[src/rtl/mem_arb_pkg.sv]
// Shared types for the memory port arbiter: FSM states, port ids, counter widths
// and the packed record of one latched access.
package mem_arb_pkg;

    typedef enum logic [1:0] {
        IDLE = 2'd0,
        BUSY = 2'd1,
        RESP = 2'd2
    } state_t;

    typedef enum logic {
        PORT_I = 1'b0,
        PORT_D = 1'b1
    } port_t;

    localparam int WAIT_W   = 4;
    localparam int STARVE_W = 4;

    typedef struct packed {
        port_t       port;
        logic        we;
        logic [3:0]  be;
        logic [31:0] addr;
        logic [31:0] wdata;
    } req_t;

endpackage

[src/rtl/mem_arb_pick.sv]
// Winner select between instruction and data requests.
// Latency: combinational.
// Backpressure: none; the caller gates the result with its own grant window.
module mem_arb_pick
    import mem_arb_pkg::*;
#(
    parameter int STARVE_MAX = 4
) (
    input  logic                i_req,
    input  logic                d_req,
    input  logic [STARVE_W-1:0] starve_cnt,
    output logic                pick_i,
    output logic                pick_d
);

    always_comb begin
        pick_i = 1'b0;
        pick_d = 1'b0;
        if (i_req && d_req) begin
            // Data normally wins; instruction fetch forced through once starved.
            if (starve_cnt == STARVE_W'(STARVE_MAX))
                pick_i = 1'b1;
            else
                pick_d = 1'b1;
        end else begin
            pick_i = i_req;
            pick_d = d_req;
        end
    end

endmodule

[src/rtl/mem_port_arbiter.sv]
// Shares one byte-enabled 32-bit memory port between instruction and data ports.
// Latency: grant at T, memory access at T+1+WAIT_CYCLES, rvalid at T+2+WAIT_CYCLES.
// Backpressure: one access in flight; requests hold until their gnt, none granted while BUSY.
module mem_port_arbiter
    import mem_arb_pkg::*;
#(
    parameter int WAIT_CYCLES = 0,
    parameter int STARVE_MAX  = 4
) (
    input  logic        clk,
    input  logic        rst_n,
    input  logic        i_req,
    input  logic [31:0] i_addr,
    output logic        i_gnt,
    output logic        i_rvalid,
    output logic [31:0] i_rdata,
    input  logic        d_req,
    input  logic        d_we,
    input  logic [3:0]  d_byte_en,
    input  logic [31:0] d_addr,
    input  logic [31:0] d_wdata,
    output logic        d_gnt,
    output logic        d_rvalid,
    output logic [31:0] d_rdata,
    output logic [31:0] mem_address,
    output logic        mem_write,
    output logic [3:0]  mem_byte_en,
    output logic [31:0] mem_writedata,
    input  logic [31:0] mem_readdata
);

    state_t              state;
    req_t                lat;
    req_t                next_req;
    logic [WAIT_W-1:0]   wcnt;
    logic [STARVE_W-1:0] starve_cnt;
    logic                pick_i;
    logic                pick_d;
    logic                can_grant;
    logic                busy_last;

    mem_arb_pick #(
        .STARVE_MAX (STARVE_MAX)
    ) u_pick (
        .i_req      (i_req),
        .d_req      (d_req),
        .starve_cnt (starve_cnt),
        .pick_i     (pick_i),
        .pick_d     (pick_d)
    );

    assign can_grant = (state == IDLE) || (state == RESP);
    assign i_gnt     = can_grant && pick_i;
    assign d_gnt     = can_grant && pick_d;
    assign busy_last = (state == BUSY) && (wcnt == WAIT_W'(WAIT_CYCLES));

    // Memory side is driven straight from the latched access, so it drops
    // immediately when reset kills an in-flight write.
    assign mem_address   = lat.addr;
    assign mem_writedata = lat.wdata;
    assign mem_write     = busy_last && lat.we;
    assign mem_byte_en   = (state == BUSY) ? lat.be : 4'h0;

    always_comb begin
        next_req = '0;
        if (pick_i) begin
            next_req.port = PORT_I;
            next_req.we   = 1'b0;
            next_req.be   = 4'hF;
            next_req.addr = i_addr & 32'hFFFF_FFFC;
        end else begin
            next_req.port  = PORT_D;
            next_req.we    = d_we;
            next_req.be    = d_we ? d_byte_en : 4'hF;
            next_req.addr  = d_addr;
            next_req.wdata = d_wdata;
        end
    end

    always_ff @(posedge clk or negedge rst_n) begin
        if (!rst_n) begin
            state      <= IDLE;
            lat        <= '0;
            wcnt       <= '0;
            starve_cnt <= '0;
            i_rvalid   <= 1'b0;
            d_rvalid   <= 1'b0;
            i_rdata    <= '0;
            d_rdata    <= '0;
        end else begin
            i_rvalid <= 1'b0;
            d_rvalid <= 1'b0;

            case (state)
                IDLE, RESP: begin
                    if (i_gnt || d_gnt) begin
                        lat   <= next_req;
                        wcnt  <= '0;
                        state <= BUSY;
                    end else begin
                        state <= IDLE;
                    end
                end
                BUSY: begin
                    if (busy_last) begin
                        state <= RESP;
                        if (lat.port == PORT_I) begin
                            i_rvalid <= 1'b1;
                            i_rdata  <= mem_readdata;
                        end else begin
                            d_rvalid <= 1'b1;
                            if (!lat.we)
                                d_rdata <= mem_readdata;
                        end
                    end else begin
                        wcnt <= wcnt + 1'b1;
                    end
                end
                default: state <= IDLE;
            endcase

            // Counts data wins that overtook a waiting fetch.
            if (i_gnt)
                starve_cnt <= '0;
            else if (d_gnt && i_req && (starve_cnt != STARVE_W'(STARVE_MAX)))
                starve_cnt <= starve_cnt + 1'b1;
        end
    end

endmodule

[config.mk]
export PLATFORM = sky130hd
export DESIGN_NAME = mem_port_arbiter
export DESIGN_NICKNAME = d
export VERILOG_FILES = /design/src/rtl/mem_arb_pkg.sv /design/src/rtl/mem_arb_pick.sv /design/src/rtl/mem_port_arbiter.sv
export SDC_FILE = /design/constraint.sdc
export NUM_CORES = 1
export LEC_CHECK = 0
export CORE_UTILIZATION = 40
export CTS_BUF_LIST = sky130_fd_sc_hd__clkbuf_8
export CTS_CLUSTER_DIAMETER = 30
export DETAILED_ROUTE_END_ITERATION = 16
export GPL_TIMING_DRIVEN = 0
export PLACE_DENSITY_LB_ADDON = 0.15
export SLEW_MARGIN = 20
export SYNTH_ARGS = -nofsm -noshare
export SYNTH_HDL_FRONTEND = slang
export SYNTH_SLANG_ARGS = --single-unit
[constraint.sdc]
create_clock -name clk -period 2.3 [get_ports clk]
set_input_delay 0.575 -clock clk [delete_from_list [all_inputs] [get_ports clk]]
set_output_delay 0.575 -clock clk [all_outputs]
set_load 0.01 [all_outputs]
**Yosys cells after proc, flatten, opt, wreduce, memory -nomap -nowiden**

Cells that the tools add are included.

- Output and inout bits: 137
- Register bits: 146
- Word-level logic and storage cells: 63
- Input bits: 137

- Muxes and demuxes: 22
- Bitwise logic cells: 2
- Reduce and logical (&&, ||, !) cells: 18
- $add $sub $neg: 2
- Equal/unequal tests: 7

Operator list:

| kind | number |
|---|---|
| 38-bit 2-to-1 mux | 1 |
| 32-bit 2-to-1 mux | 1 |
| 4-bit 2-to-1 mux | 6 |
| 1-bit 2-to-1 mux | 11 |
| 4-bit by 1-bit adder with 4-bit output, second input constant | 2 |
| 4-bit case mux with 2 select lines | 1 |
| 1-bit logical AND | 7 |
| 2-bit inequality test, second input constant | 3 |
| 3-bit AND reduction | 2 |
| 4-bit by 3-bit equality test with 1-bit output, second input constant | 1 |
| 4-bit logical NOT | 1 |
| 4-bit by 3-bit inequality test with 1-bit output, second input constant | 1 |
| 2-bit case mux with 2 select lines | 1 |
| 4-bit AND reduction | 1 |
| 2-bit nonzero test | 2 |
| 2-bit by 1-bit equality test with 1-bit output, second input constant | 1 |
| 2-bit equality test, second input constant | 1 |
| 2-bit logical NOT | 1 |
| 1-bit logical OR | 2 |
| 2-bit 2-to-1 mux | 1 |
| 1-bit NOT | 2 |
| 2-bit AND reduction | 1 |
| 2-bit OR reduction | 1 |

**Logic depth before layout (Yosys ltp)**

Gate-level depths: netlist of run 1.

- Depth after elaboration: 8
- Gate-level depth with buffers: 8

**Hierarchy**

Synthesis of run 1 repeated with hierarchy kept, for this count alone.

- Cells, all modules: 496
- Area total of the unflattened synthesis: 6,490.0 sq um

Modules (own cells, without submodules):

| module | instances | area each (sq um) | cells an instance | sequential area each (sq um) |
|---|---|---|---|---|
| mem_port_arbiter | 1 | 6,449.9 | 492 | 3,653.5 |
| mem_arb_pick | 1 | 40.0 | 4 | 0.0 |

**Worst setup path before layout of run 1**

No wires, ideal clock.

- Kind: in2out
- Start point: in i_req
- End point: out d_gnt
- Path buffers: 3
- Stages: 5
- Path slack: 0.029 ns
- Arrival: 1.696 ns
- Cells stage by stage: buf_2 > nand4b_1 > and2_1 > clkbuf_1 > buf_1

- Longest elaborated chain between the ends: 3

RTL lines:

| what | RTL line | RTL |
|---|---|---|
| start: declaration | mem_port_arbiter.sv:12 | `input logic i_req,` |
| 1-bit logical AND | mem_arb_pick.sv:19 | `if (i_req && d_req) begin` |
| 1-bit 2-to-1 mux | mem_arb_pick.sv:19 |  |
| 1-bit logical AND | mem_port_arbiter.sv:54 | `assign d_gnt = can_grant && pick_d;` |
| end: declaration | mem_port_arbiter.sv:22 | `output logic d_gnt,` |

Every way passes these cells.

**Worst setup path in the final report of run 1**

- Start point: reg starve_cnt[0]
- End point: out i_gnt

- Longest elaborated chain between the ends: 4

RTL lines:

| what | RTL line | RTL |
|---|---|---|
| start: declaration | mem_port_arbiter.sv:36 | `logic [STARVE_W-1:0] starve_cnt;` |
| start signal: assignment | mem_port_arbiter.sv:126 | `starve_cnt <= starve_cnt + 1'b1;` |
| 4-bit by 3-bit equality test with 1-bit output | mem_arb_pick.sv:21 | `if (starve_cnt == STARVE_W'(STARVE_MAX))` |
| 1-bit 2-to-1 mux | mem_arb_pick.sv:21 |  |
| 1-bit 2-to-1 mux | mem_arb_pick.sv:19 |  |
| 1-bit logical AND | mem_port_arbiter.sv:53 | `assign i_gnt = can_grant && pick_i;` |
| end: declaration | mem_port_arbiter.sv:14 | `output logic i_gnt,` |

Every way passes these cells.

==> results of run 1 <==
-- stage by stage --
step | total power (uW) | hold slack [ns] | instances | utilization
global route | 10800 | 0.147 | 1072 | 0.636
global placement | 7980 | 0.482 | 1024 | 0.596
finish | 10200 | 0.119 | 1072 | 0.636
CTS | 10200 | 0.121 | 1066 | 0.633
floorplan | 5790 | 0.279 | 538 | -
detailed placement | 8100 | 0.482 | 1025 | 0.598
-- Yosys cell counts (2+ instances only) --
master / n / area (um2)
a22o_1: 35 / 307
nand2_1: 6 / 22.5
nor3_1: 2 / 10.0
buf_1: 6 / 22.5
nand3_1: 38 / 190
nand2b_1: 4 / 25.0
a31oi_1: 31 / 194
mux2_4: 30 / 450
buf_4: 64 / 480
and2_1: 5 / 31.3
o22a_1: 4 / 35.0
inv_1: 7 / 26.3
o21bai_1: 2 / 15.0
nor2_1: 32 / 120
ha_1: 4 / 50.1
dfrtp_1: 146 / 3650
o21ai_0: 36 / 180
clkbuf_1: 24 / 90.1
mux2_2: 34 / 383
nor2b_1: 3 / 18.8
buf_12: 3 / 60.1
buf_2: 5 / 25.0
-- kinds of logic after synthesis --
family                     count (synthesis)  synth area share
AOI/OAI and AO/OA                        114             0.119
xor gates and xnor gates                   1           0.00134
adders and majority gates                  4           0.00766
buffers and inverters                    110             0.110
DFF                                      146             0.559
muxes                                     64             0.128
and+or+nand+nor                           99            0.0756
-- flip-flops by register name (all words and copies together) (netlist names) --
| name | count |
|---|---|
| i_rdata | 32 |
| i_rvalid | 1 |
| starve_cnt | 4 |
| mem_writedata | 32 |
| mem_address | 32 |
| state | 2 |
| lat | 6 |
| d_rdata | 32 |
| d_rvalid | 1 |
| wcnt | 4 |
-- final cells by class --
type / instances / share of cell area
Buffer: 99 / 0.0666
Inverter: 7 / 0.00259
Timing Repair Buffer: 290 / 0.284
Clock inverter: 15 / 0.0170
Clock buffer: 17 / 0.0231
Tap cell: 216 / 0.0266
Multi-Input combinational cell: 282 / 0.220
Sequential cell: 146 / 0.360
-- worst paths after layout --
kind,to,start,depth (start not counted)
min in group clk,starve_cnt[0]$_DFFE_PN0P_,i_req,3
hold reg to reg,lat[66]$_DFFE_PN0P_,lat[66]$_DFFE_PN0P_,1
hold / removal,i_rdata[31]$_DFFE_PN0P_,rst_n,1
setup / recovery,i_gnt,starve_cnt[0]$_DFFE_PN0P_,6
max in group asynchronous,mem_address[22]$_DFFE_PN0P_,rst_n,2
setup reg to reg,d_rdata[12]$_DFFE_PN0P_,wcnt[0]$_DFFE_PN0P_,6
-- report_power, final --
group          internal [uW]  switching [uW]  total [uW]
combinational           2740            1520        4260
clock                    998            1080        2080
sequential              3390             454        3850
total                   7130            3060       10200
-- metal layers --
layer	share of wire	track usage	wire length (um)	vias up
li1	-	-	-	2456
met1	0.41	0.251	7220	2521
met2	0.48	0.350	8570	199
met3	0.078	0.0644	1390	35
met4	0.033	0.105	580	0
met5	0	0	0	-
-- cell usage in the layout (no fill, tap or decap), drive strengths merged, types with 3 or more instances in the layout --
cell and instances:
buf 99, and2 5, nor3 3, mux2 64, a31oi 31, clkinv 5, nand3 38, nor2 32
dlygate4sd2 4, nand2b 4, a22o 35, nand2 6, ha 4, nor2b 3, clkbuf 42, clkdlybuf4s50 261
dfrtp 146, o22a 4, o21ai 36, inv 14
-- timing repair --
item | in CTS | in global routing
cloned | 0 | 1
hold buffers | 0 | 0
resized for setup | 40 | 7
pin swaps | 1 | 2
setup endpoints to repair | 74 | 58
setup buffers | 10 | 8
==> metrics.md, run 1 <==
| Metric | Value |
|---|---|
| Status | finished, violations left |
| Failing checks | negative setup slack |
| I/O Pins | 274 |
| Peak supply drop | 0.477 mV |
| # DRC | 0 |
| Synthesized cell area | 6540 um2 |
| Inserted Clock Buffers | 17 |
| Sequential area share after synthesis | 0.559 |
| Leak | 0.00448 uW |
| EDFF count, synth | 0 |
| Class of the worst hold path | input pin to async pin |
| Clock latency on the worst-skew pair | 0.46 ns |
| H-tree depth | 4 |
| Area of the multi-input gates | 2230 um2 |
| Avg Vias per Cell | 4.86 |
| Slew Limit Fails | 0 |
| CTS tree | done |
| Global Route Usage Sum | 0.212 |
| Syn Nets | 679 |
| Port bufs | 270 |
| Via count | roughly 5200 |
| Die area | 16900 um2 |
| Initial antenna violation count | 0 |
| Async S/R FF share, synth | 1.00 |
| Initial core utilization | 0.410 |
| Clock Sinks | ~150 |
| RSZ-0062 raised after global routing | true |
| Post-Layout Inst Area | about 10000 um2 |
| CORE AREA | approximately 16000 um2 |
| Post-synthesis instance total | 538 |
| HPWL after DPL | roughly 13000 um |
| Slowest-stage cell, CP | dfrtp_1 |
| Largest net degree at the start of global routing | 86 |
| Crit path kind | flop to output pin |
| Worst stage delay on the critical path | 0.39 ns |
| Pre-antenna DRT Iters | 4 |
| ANT nets after route | 0 |
| Pwr dens | 1000 nW/um2 |
| Clock slew seen by the registers of the worst setup and hold paths | 0.09 ns |
| Detailed Route Iter0 Violations | 246 |
| GP Congestion | 0.825 |
| Slew HR | 0.576 |
| Crit-path max FO | 7 |
| Synth unique cells | 39 |
| Synthesis-to-finish area growth | 55.2% |
| Fraction of layout cells with a size suffix above 1 | 0.241 |
| Die height | about 130 um |
| Max frequency | 434 MHz |
| Tcrit/Tclk final | 1.00 |
| Reg2reg setup slack | 0.08 ns |
| # fillers | 1287 |
| Routed length per instance | 16.6 um |
| Synthesized flop and latch total | 146 |
| Predominant post-synthesis flop cell | dfrtp_1 |
| Ys Warns | 0 |
| Register area | 3650 um2 |
| First-pass GRT wire length | 27200 um |
| Critical Path Most Common Cell | buf_6 |
| Worst setup EP type | output pin |
| Worst Path Required | 1.73 ns |
| Routed WL | 17800 um |
| Critical path cell sequence | inv_1 -> ha_2 -> nand4b_1 -> buf_6 -> a21oi_4 -> buf_6 |
| Setup violators final | 1 |
| Worst setup SP type | flop |
| Ant. Diodes | 0 |
| Final net count | 984 |
| Worst Path Arrival | 1.73 ns |
| CP top delay family | flip-flops |
| Max Root-Sink Buffers | 2 |
| Number of cell rows | 46 |
| Final Hold Viols | 0 |
| Place WS | -1.21 ns |
| Max-cap viol count | 0 |
| Min cycle time layout | 2.30 ns |
| Clk_skew | 0.0113 ns |
| Avg Cell Area, Syn | between 10 and 15 um2 |
| Worst slew pin tran | 0.635 ns |
| Crit path buf inv count | 3 |
| DP Area | between 9000 and 10000 um2 |
| Die extent in x | approximately 130 um |
| Root Buffer | clkbuf_8 |
| Gr ovfl total | 0 |
| Setup TNS | -0.00484 ns |
| Setup WS post-layout | -0.00484 ns |
| Vias in the first global route | 5362 |
(Power assumes the default switching activity.)
==> run 2, diff against run 1 <==
==> constraint.sdc (replaced) <==
create_clock -name clk -period 2.3 [get_ports clk]
set_input_delay 0.46 -clock clk [delete_from_list [all_inputs] [get_ports clk]]
set_output_delay 0.46 -clock clk [all_outputs]
set_load 0.01 [all_outputs]
==> metrics.md, run 2 (synthesis results as in run 1) <==
| Metric | Value |
|---|---|
| Clock latency on the worst-skew pair | 0.46 ns |
| Leak | 0.00445 uW |
| Clock slew seen by the registers of the worst setup and hold paths | about 0.09 ns |
| I/O Pins | 274 |
| Vias in the first global route | 5358 |
| Initial antenna violation count | 0 |
| Tot Pwr | 10200 uW |
| CTS tree | done |
| Gr ovfl total | 0 |
| Initial core utilization | 0.410 |
| Ant. Diodes | 0 |
| Crit-path max FO | 10 |
| Largest net degree at the start of global routing | 86 |
| Non-Filler Instances | 1069 |
| Die area | between 15000 and 20000 um2 |
| Reg2reg setup slack | 0.06 ns |
| Slew HR | 0.577 |
| Hold slack final | 0.00536 ns |
| Max-cap viol count | 0 |
| Crit path kind | flop to flop |
| ANT nets after route | 0 |
| H-tree depth | 4 |
| Die extent in x | 130 um |
| Fraction of layout cells with a size suffix above 1 | 0.234 |
| Max Root-Sink Buffers | 2 |
| Avg Vias per Cell | 4.87 |
| Class of the worst hold path | input pin to async pin |
| Clock Sinks | 146 |
| CORE AREA | around 16000 um2 |
| Routed WL | 17600 um |
| Post-Place Cells | 1025 |
| Slew Limit Fails | 0 |
| RR Endpoint | d_rdata[15]$_DFFE_PN0P_ |
| Pwr dens | around 1000 nW/um2 |
| First-pass GRT wire length | 27200 um |
| # DRC | 0 |
| Max frequency | 445 MHz |
| Commonest non-fill, non-tap cells in the layout | clkdlybuf4s50_1 (262), dfrtp_1 (146), buf_4 (82) |
| Routed length per instance | ~16 um |
| HPWL after DPL | 13000 um |
| Final Hold Viols | 0 |
| Worst setup EP type | flop |
| Clk_skew | approximately 0.011 ns |
| Setup WS post-layout | 0.0553 ns |
| Global Route Usage Sum | 0.212 |
| Setup violators final | 0 |
| Worst Path Arrival | 2.58 ns |
| Die height | 130 um |
| GP Congestion | about 0.83 |
| Number of cell rows | 46 |
| Tcrit/Tclk final | 0.976 |
| Setup TNS | 0 ns |
| Status | completed |
| Commonest non-fill, non-tap cell in the layout | clkdlybuf4s50_1 |
| Root Buffer | clkbuf_8 |
| Worst Reg2Reg Path Length in Cells | 7 |
| RSZ-0062 raised after global routing | true |
| Final net count | 981 |
| Pre-antenna DRT Iters | 4 |
| Peak supply drop | approximately 0.48 mV |
| Min cycle time layout | 2.24 ns |
| Via count | 5208 |
| Reg-to-Reg Start | wcnt[1]$_DFFE_PN0P_ |
| Worst Path Required | 2.64 ns |
| Cts-stage hold buffer count | 0 |
| Inserted Clock Buffers | 17 |
| Worst slew pin tran | between 0.6 and 0.7 ns |
| Worst setup SP type | flop |
| # fillers | 1284 |
| Place WS | -0.983 ns |
| Port bufs | 270 |
| Detailed Route Iter0 Violations | ~250 |
| Synthesis-to-finish area growth | 54.7% |
==> run 2: layout make-up <==
cell class	instances	area (um2)	share of cell area
sequential	146	3650	0.361
timing repair buffer	285	2830	0.280
buffer	101	699	0.0692
clock inverter	15	173	0.0171
tap	216	270	0.0267
multi-input combinational	282	2220	0.220
inverter	7	26.3	0.00260
clock buffer	17	234	0.0231
==> run 2: per-layer routing <==
metal | share of wire | wire length, um | global-route usage | up-vias
li1 | - | - | - | 2447
met1 | 0.40 | 7110 | 0.251 | 2532
met2 | 0.48 | 8480 | 0.349 | 196
met3 | 0.081 | 1420 | 0.0640 | 33
met4 | 0.033 | 577 | 0.105 | 0
met5 | 0 | 0 | 0 | -
==> run 2: worst max-delay path by stage <==
stage / from / endpoint / slack, ns / depth (start not counted)
floorplan: wcnt[0]$_DFFE_PN0P_ / d_rdata[10]$_DFFE_PN0P_ / 0.10 / 8
global placement: rst_n / mem_address[29]$_DFFE_PN0P_ / -4.99 / 1
detailed placement: d_req / d_gnt / -0.98 / 6
CTS: starve_cnt[0]$_DFFE_PN0P_ / i_gnt / -0.01 / 6
global route: starve_cnt[1]$_DFFE_PN0P_ / i_gnt / -0.004 / 6
finish: wcnt[1]$_DFFE_PN0P_ / d_rdata[15]$_DFFE_PN0P_ / 0.06 / 7
==> run 2: what timing repair did <==
action                                  4_1_cts  5_1_grt
resized for setup                            36        5
endpoints found under the setup margin       74       32
pin swaps                                     1        1
buffers inserted                              9        5
==> run 2: worst max-delay path: stages, from the launching register on <==
cell     delay [ns]
dfrtp_1        0.40
inv_1          0.10
ha_4           0.14
or3b_1         0.35
buf_6          0.15
or4_4          0.50
buf_12         0.19
mux2_4         0.30
==> run 2: per-stage QoR <==
step | cell area (um2) | util
finish | 10100 | 0.634
global route | 10100 | 0.634
CTS | 10100 | 0.633
detailed placement | 9540 | 0.598
global placement | 9510 | 0.596
floorplan | 6540 | -
==> run 2: report_power, final <==
group,total (uW),internal [uW],switching (uW)
combinational,4230,2720,1510
sequential,3850,3390,453
clock,2080,998,1080
total,10200,7110,3040
